[config.mk]
export PLATFORM = sky130hd
export DESIGN_NAME = bcd_display_converter_flat
export DESIGN_NICKNAME = d
export VERILOG_FILES = /design/src/rtl/bcd_display_converter_if.sv /design/src/rtl/bcd_display_converter.sv /design/src/flat_wrapper.sv
export SDC_FILE = /design/constraint.sdc
export NUM_CORES = 1
export LEC_CHECK = 0
export CORE_ASPECT_RATIO = 2
export CORE_MARGIN = 2
export CORE_UTILIZATION = 48
export DETAILED_ROUTE_END_ITERATION = 7
export GPL_TIMING_DRIVEN = 1
export PLACE_DENSITY = 0.75
export SETUP_SLACK_MARGIN = 0.4
export SYNTH_ARGS = -nofsm -noshare
export SYNTH_HDL_FRONTEND = slang
export SYNTH_SLANG_ARGS = --single-unit
[constraint.sdc]
create_clock -name clk -period 1.5 [get_ports clk]
set_input_delay 0.3 -clock clk [delete_from_list [all_inputs] [get_ports clk]]
set_output_delay 0.3 -clock clk [all_outputs]
set_load 0.005 [all_outputs]
[src/rtl/bcd_display_converter_if.sv]
// Handshake and result bundle between the sample averager, the BCD converter
// and the seven-segment display driver.
interface bcd_display_converter_if #(
  parameter int N      = 12,
  parameter int DIGITS = 4
);
  logic [N-1:0]        din;
  logic                valid_in;
  logic                ready;
  logic [4*DIGITS-1:0] bcd;
  logic                done;
  logic                overrun;

  // Upstream side: offers samples and observes the result.
  modport master (
    output din, valid_in,
    input  ready, bcd, done, overrun
  );

  // Converter side.
  modport slave (
    input  din, valid_in,
    output ready, bcd, done, overrun
  );
endinterface

[src/rtl/bcd_display_converter.sv]
// Sequential binary-to-BCD converter (shift-add-3, one shift per clock).
// Accepts a sample when idle, produces packed BCD after N enabled cycles and
// holds it until the next conversion completes.
// Optional macro SCALE_MV_EN: scale the captured sample to millivolts,
// (din * VREF_MV) >> N, before conversion.
//
// state   | meaning
// --------+----------------------------------------------------------
// IDLE    | ready high, waiting for valid_in
// CONVERT | shifting; count holds the number of shifts still to do
module bcd_display_converter #(
  parameter int N       = 12,
  parameter int DIGITS  = 4,
  parameter int VREF_MV = 3300
) (
  input logic                     clk,
  input logic                     reset_n,
  input logic                     EN,
  bcd_display_converter_if.slave  bus
);

  localparam int CW = $clog2(N + 1);
  localparam int BW = 4 * DIGITS;

  localparam logic [0:0] ST_IDLE    = 1'b0;
  localparam logic [0:0] ST_CONVERT = 1'b1;

  // The scratch register must hold every N-bit value without overflow.
  if (10 ** DIGITS <= 2 ** N) begin : g_bad_digits
    $error("bcd_display_converter: DIGITS too small for N");
  end
  if (VREF_MV >= 2 ** N) begin : g_bad_vref
    $error("bcd_display_converter: VREF_MV must be below 2**N");
  end

  logic [0:0]    state;
  logic [N-1:0]  bin;
  logic [BW-1:0] scratch;
  logic [CW-1:0] count;
  logic [BW-1:0] bcd_q;
  logic          done_q;
  logic          overrun_q;
  logic [BW-1:0] adj;
  logic [BW-1:0] scratch_next;
  logic [N-1:0]  cap_val;

`ifdef SCALE_MV_EN
  localparam int VW = $clog2(VREF_MV + 1);
  logic [N+VW-1:0] prod;
  // Full-width product, then drop the fractional N bits.
  always_comb begin
    prod    = {{VW{1'b0}}, bus.din} * (N+VW)'(VREF_MV);
    cap_val = N'(prod >> N);
  end
`else
  // Raw ADC counts go straight into the converter.
  always_comb begin
    cap_val = bus.din;
  end
`endif

  // Add 3 to each digit >= 5 so the following shift carries correctly in BCD.
  always_comb begin
    adj = scratch;
    for (int i = 0; i < DIGITS; i++) begin
      if (scratch[4*i +: 4] >= 4'd5) begin
        adj[4*i +: 4] = scratch[4*i +: 4] + 4'd3;
      end
    end
    scratch_next = {adj[BW-2:0], bin[N-1]};
  end

  // Handshake FSM, shift datapath and registered result/pulse outputs.
  always_ff @(posedge clk or negedge reset_n) begin
    if (!reset_n) begin
      state     <= ST_IDLE;
      bin       <= '0;
      scratch   <= '0;
      count     <= '0;
      bcd_q     <= '0;
      done_q    <= 1'b0;
      overrun_q <= 1'b0;
    end else if (!EN) begin
      done_q    <= 1'b0;
      overrun_q <= 1'b0;
    end else begin
      done_q    <= 1'b0;
      overrun_q <= 1'b0;
      case (state)
        ST_IDLE: begin
          if (bus.valid_in) begin
            bin     <= cap_val;
            scratch <= '0;
            count   <= CW'(N);
            state   <= ST_CONVERT;
          end
        end
        default: begin
          // Samples offered while busy are dropped; the display only needs
          // periodic updates.
          if (bus.valid_in) begin
            overrun_q <= 1'b1;
          end
          scratch <= scratch_next;
          bin     <= {bin[N-2:0], 1'b0};
          count   <= count - CW'(1);
          if (count == CW'(1)) begin
            bcd_q  <= scratch_next;
            done_q <= 1'b1;
            state  <= ST_IDLE;
          end
        end
      endcase
    end
  end

  assign bus.ready   = (state == ST_IDLE);
  assign bus.bcd     = bcd_q;
  assign bus.done    = done_q;
  assign bus.overrun = overrun_q;

endmodule

[src/flat_wrapper.sv]
// flat-port wrapper written by rule: the top's interface ports become plain ports
module bcd_display_converter_flat 
#(
  parameter int N       = 12,
  parameter int DIGITS  = 4,
  parameter int VREF_MV = 3300
)
  (clk, reset_n, EN, bus_din, bus_valid_in, bus_ready, bus_bcd, bus_done, bus_overrun);
  bcd_display_converter_if #(.N(N), .DIGITS(DIGITS)) bus_i ();
  input logic clk;
  input logic reset_n;
  input logic EN;
  input wire logic [$bits(bus_i.din)-1:0] bus_din;
  input wire logic [$bits(bus_i.valid_in)-1:0] bus_valid_in;
  output wire logic [$bits(bus_i.ready)-1:0] bus_ready;
  output wire logic [$bits(bus_i.bcd)-1:0] bus_bcd;
  output wire logic [$bits(bus_i.done)-1:0] bus_done;
  output wire logic [$bits(bus_i.overrun)-1:0] bus_overrun;
  assign bus_i.din = bus_din;
  assign bus_i.valid_in = bus_valid_in;
  assign bus_ready = bus_i.ready;
  assign bus_bcd = bus_i.bcd;
  assign bus_done = bus_i.done;
  assign bus_overrun = bus_i.overrun;
  bcd_display_converter #(.N(N), .DIGITS(DIGITS), .VREF_MV(VREF_MV)) u_core (.clk(clk), .reset_n(reset_n), .EN(EN), .bus(bus_i));
endmodule
---- After elaboration in Yosys (flattened, before gate mapping) ----
Cells that the tools add are included.
word-level totals
  flip-flop bits (word level) ............. 51
  input bits .............................. 16
  output and inout port bits .............. 19
  word-level logic and storage cells ...... 39
operators by class
  $add $sub $neg .......................... 5
  order comparisons ....................... 4
  equal/unequal tests ..................... 1
  multiplexer cells ....................... 18
  bitwise logic cells ..................... 1
  reduce and logical (&&, ||, !) cells .... 3
operators by type and width
  kind                 number
  $mux 16              2
  $mux 12              2
  $mux 4               5
  $ge 4x3->1 const B   4
  $add 4x2->4 const B  3
  $mux 1               8
  $eq 4x1->1 const B   1
  $sub 4x1->4 const B  1
  $add 3x2->3 const B  1
  $mux 3               1
  $reduce_and 3->1     1
  $reduce_and 2->1     1
  $reduce_bool 2->1    1
  $not 1->1            1

---- Logic depth before layout (Yosys ltp) ----
  depth in word-level cells ............... 4
  mapped depth ............................ 6
  mapped depth without buffers ............ 6

---- Least setup slack after synthesis ----
Ideal clock, no wire load.
  path kind ............................... reg2reg
  start ................................... reg u_core.state
  end ..................................... reg u_core.bcd_q[10] (netlist: u_core.bus.bcd[10])
  setup time .............................. 0.127 ns
  arrival time ............................ 1.483 ns
  required time ........................... 1.373 ns
  setup slack ............................. -0.110 ns
  stages on the path, launching flop included .. 6
  clock period less this slack ............ 1.610 ns
  path through ............................ dfrtp_1 > buf_4 > nand2_4 > nor4b_4 > buf_6 > mux2_1
between the ends
  word-level cells in the longest chain between the ends .. 1
RTL lines
  item                        RTL line                      source
  start: declaration          bcd_display_converter.sv:36   logic [0:0] state;
  start signal: assignment    bcd_display_converter.sv:76   state <= ST_IDLE;
  start signal: assignment    bcd_display_converter.sv:95   state <= ST_CONVERT;
  start signal: assignment    bcd_display_converter.sv:110  state <= ST_IDLE;
  $reduce_and 3->1 (no line)  --
  end signal: assignment      bcd_display_converter.sv:108  bcd_q <= scratch_next;
  end: declaration            bcd_display_converter.sv:40   logic [BW-1:0] bcd_q;
Every way passes these cells.
A chain may end at the register's enable or synchronous reset.

---- Worst setup path after layout ----
  start ................................... reg u_core.state
  end ..................................... reg u_core.bin[10]
between the ends
  word-level cells in the longest chain between the ends .. 2
RTL lines
  item                         RTL line                      source
  $reduce_bool 2->1 (no line)  --
  $reduce_and 2->1 (no line)   --
  end signal: assignment       bcd_display_converter.sv:92   bin <= cap_val;
  end signal: assignment       bcd_display_converter.sv:105  bin <= {bin[N-2:0], 1'b0};
  end: declaration             bcd_display_converter.sv:37   logic [N-1:0] bin;
Parallel ways exist; a longest one is shown, timed or not.

==> results.ini <==
[status]
outcome = complete, but fails checks
violations = negative setup slack

[power]
pwr-share-comb = 0.568
p_sw_frac = 0.382
p_int_w = 0.00483
p_clk_frac = 0.105
power_frac_seq = 0.327
power_density_mw_per_mm2 = 2050
ir_worst_vdd_uv = 1380
switchingPower_w = 0.00299
power_leakage_nw = 1.81

[final_layout]
n_antenna_cell = 0
areaGrowthSynthToFinish_pct = 58.4
fin_nets = 345
drive_gt1_frac = 0.527
post-route-util = 0.785

[clocking]
htreeDepth = 2
clkLatencyLatePin_ps = 310
clockBufferDepth = 2
clockRootBuffer = clkbuf_8
clock-sinks = 51
cts_tree = built
cts_buffers = 5
cts.clk_slew.worst_paths_ps = 90

[floorplan]
row_count = 36
start_util = 0.496
die_area_mm2 = 0.00564
die_w_um = 54.1
core-area_mm2 = 0.00486
die_h_um = 104
io_pins = 35

[critical_path]
cp_max_fo = 6
slowest_delay_ps = 410
worst_ep_required_time_ps = 1720
r2r-end = u_core.bin[10]
worstPathCellList = buf_6 > buf_6 > o21ai_4 > buf_6 > buf_12 > buf_16 > nand2_4 > o21ai_1
end_kind = flop
startpoint = u_core.state
critPathKind = flop to flop
worst_setup_path_start_kind = flop
critical_path_buf_inv_count = 5
reg2reg_depth = 8
endpoint = u_core.bin[10]
r2r_start = u_core.state
path_delay_family = buffers and inverters
arrival_ps = 1770
r2r_setup_slack_ps = -50
cp_slowest_cell = dfrtp_1
cp_num_cells = 8
crit_path_frequent_cell = buf_6

[placement]
gp_congestion = 0.807
place_hpwl_mm = 3.55
portBuffers = 34

[yosys]
syn_inst = 223
avgSynthCellArea_um2 = 10.8
netlist-cell-type-count = 29
synthFlopType = dfrtp_1
synthArstFlopShare = 1.00
yosys_register_bits = 51
synth_area_mm2 = 0.00241
syn_nets = 249
synth.area.top_cells = dfrtp_1 (53%), mux2i_1 (6.2%), o21ai_0 (6.2%)
yosysTopAreaCell = dfrtp_1
yosysSeqAreaShare = 0.529
yosysWarnings = 0
synth_edf_count = 0
synth.top_cell.area_share = 0.529

[sta]
tns_ps = -106
clock_skew_ps = 4.37
finalCritPeriodShare = 1.03
drv_slew = 0
finalHoldViolations = 0
fmax_mhz = 646
finalSetupViolations = 8
layout_min_cycle_time_ps = 1550
worst_pin_slew_ps = 359
slew_headroom = 0.761
worst_slack_ps = -48.2
grt_setup_unrepaired = yes

[global_route]
grt_pass1_vias = 2222
antenna_found_initial = 0
grt_overflow_total = 0
grt_pass1_wl_mm = 10.4
grt_usage = 0.251
grt_max_degree = 52

[drt]
drt_iter0_drc = 49
wirelength_mm = 6.91
wl_per_cell_um = 18.4
ant_nets = 0
first_pass_iters = 4
drc = 0
viasPerCell = 5.49
num_vias = 2066

[run]
cap_viol_max_count = 0

[hold_path]
min_path_type = primary input to async pin

-- logic make-up (layout without fill, tap and decap cells) --
group                    after synthesis  after routing  share of synthesized area
AO/OA/AOI/OAI                         58             58                      0.138
AND/OR/NAND/NOR                       53             53                      0.119
buffers and inverters                 23            119                     0.0425
multiplexers                          24             24                      0.104
XOR/XNOR                               4              4                     0.0145
flip-flops                            51             51                      0.529
adder cells (fa/ha/maj)               10             10                     0.0519
-- layout make-up --
type	instances	area [um2]
Multi-Input combinational cell	149	1380
Sequential cell	51	1280
Fill cell	281	1050
Timing Repair Buffer	100	953
Clock buffer	6	82.6
Tap cell	57	71.3
Inverter	12	45.0
Clock inverter	1	5.00
-- worst min-delay path: cells and delay by family --
kind | cells | cell delay [ps]
buffers and inverters | 3 | 900
-- sequential cells by signal, indices dropped and copies added (netlist names) --
name and count:
u_core.bin 12, u_core.count 4, u_core.bus.bcd 16, u_core.scratch 16
u_core.bus.overrun 1, u_core.state 1, u_core.bus.done 1
-- layer usage --
metal / part of all wire / up-vias / track usage
li1: - / 968 / -
met1: 0.36 / 1031 / 0.278
met2: 0.58 / 44 / 0.439
met3: 0.024 / 23 / 0.0359
met4: 0.040 / 0 / 0.123
met5: 0 / - / 0
-- synthesized netlist by cell type, types with 2 or more instances --
cell	instances
a21oi_1	13
buf_4	2
dfrtp_1	51
nor3b_1	3
or3b_2	4
a22o_1	9
clkbuf_1	7
nand2_1	20
o21ai_0	30
nand3_1	3
nor3_1	5
nand2b_1	4
inv_1	12
mux2_1	4
xnor2_1	4
mux2i_1	15
nor2b_1	2
mux2_2	5
nor2_1	8
ha_1	10
a31oi_1	4
-- repair_timing --
item	CTS	global route
endpoints found under the setup margin	68	68
buffers inserted	28	14
endpoints found under the hold margin	51	0
gates resized for setup	133	50
pin swaps	12	13
hold buffers	1	0
cloned	5	1
-- per-stage QoR --
| stage | cells | power, W | cell area (um2) | setup WS, ps | hold WS [ps] |
|---|---|---|---|---|---|
| 4_1_cts | 361 | 0.00704 | 3560 | 18.6 | 492 |
| 3_5_place_dp | 320 | 0.00536 | 3020 | -339 | 309 |
| 6_report | 376 | 0.00782 | 3820 | -48.2 | 502 |
| 3_3_place_gp | 320 | 0.00523 | 3020 | -304 | 309 |
| 2_1_floorplan | 223 | 0.00430 | 2550 | -44.5 | 4.41 |
| 5_1_grt | 376 | 0.00830 | 3820 | -119 | 525 |
-- layout by cell type (no fill, tap or decap), types with 8 or more instances in the layout --
cell             netlist  layout
inv_2                  0      10
o21ai_0               30       8
o21ai_2                0       8
clkdlybuf4s50_1        0      13
a22o_1                 9       9
buf_2                  1      20
buf_4                  2      39
mux2_4                 0       9
buf_6                  1      15
o21ai_1                1      14
mux2i_1               15      11
dfrtp_1               51      49
nand2_1               20      12
-- power by group through the flow --
| stage | logic [W] | clock network, W | registers (W) |
|---|---|---|---|
| global route | 0.00480 | 0.000880 | 0.00262 |
| global placement | 0.00276 | 0 | 0.00247 |
| detailed placement | 0.00286 | 0 | 0.00250 |
| CTS | 0.00375 | 0.000813 | 0.00247 |
| floorplan | 0.00191 | 0 | 0.00239 |
| finish | 0.00444 | 0.000819 | 0.00256 |
-- worst min-delay path by stage --
| stage | start | to | slack (ps) | depth (start not counted) |
|---|---|---|---|---|
| 6_report | reset_n | u_core.bus.bcd[8] | 500 | 3 |
| 5_1_grt | u_core.bin[9] | u_core.bin[9] | 520 | 2 |
| 4_1_cts | u_core.bin[7] | u_core.bin[7] | 490 | 2 |
| 3_5_place_dp | reset_n | u_core.bus.bcd[5] | 310 | 2 |
| 3_3_place_gp | reset_n | u_core.scratch[6] | 310 | 2 |
| 2_1_floorplan | reset_n | u_core.bin[0] | 4 | 0 |
No activity file was read; power rests on OpenSTA's default activity.
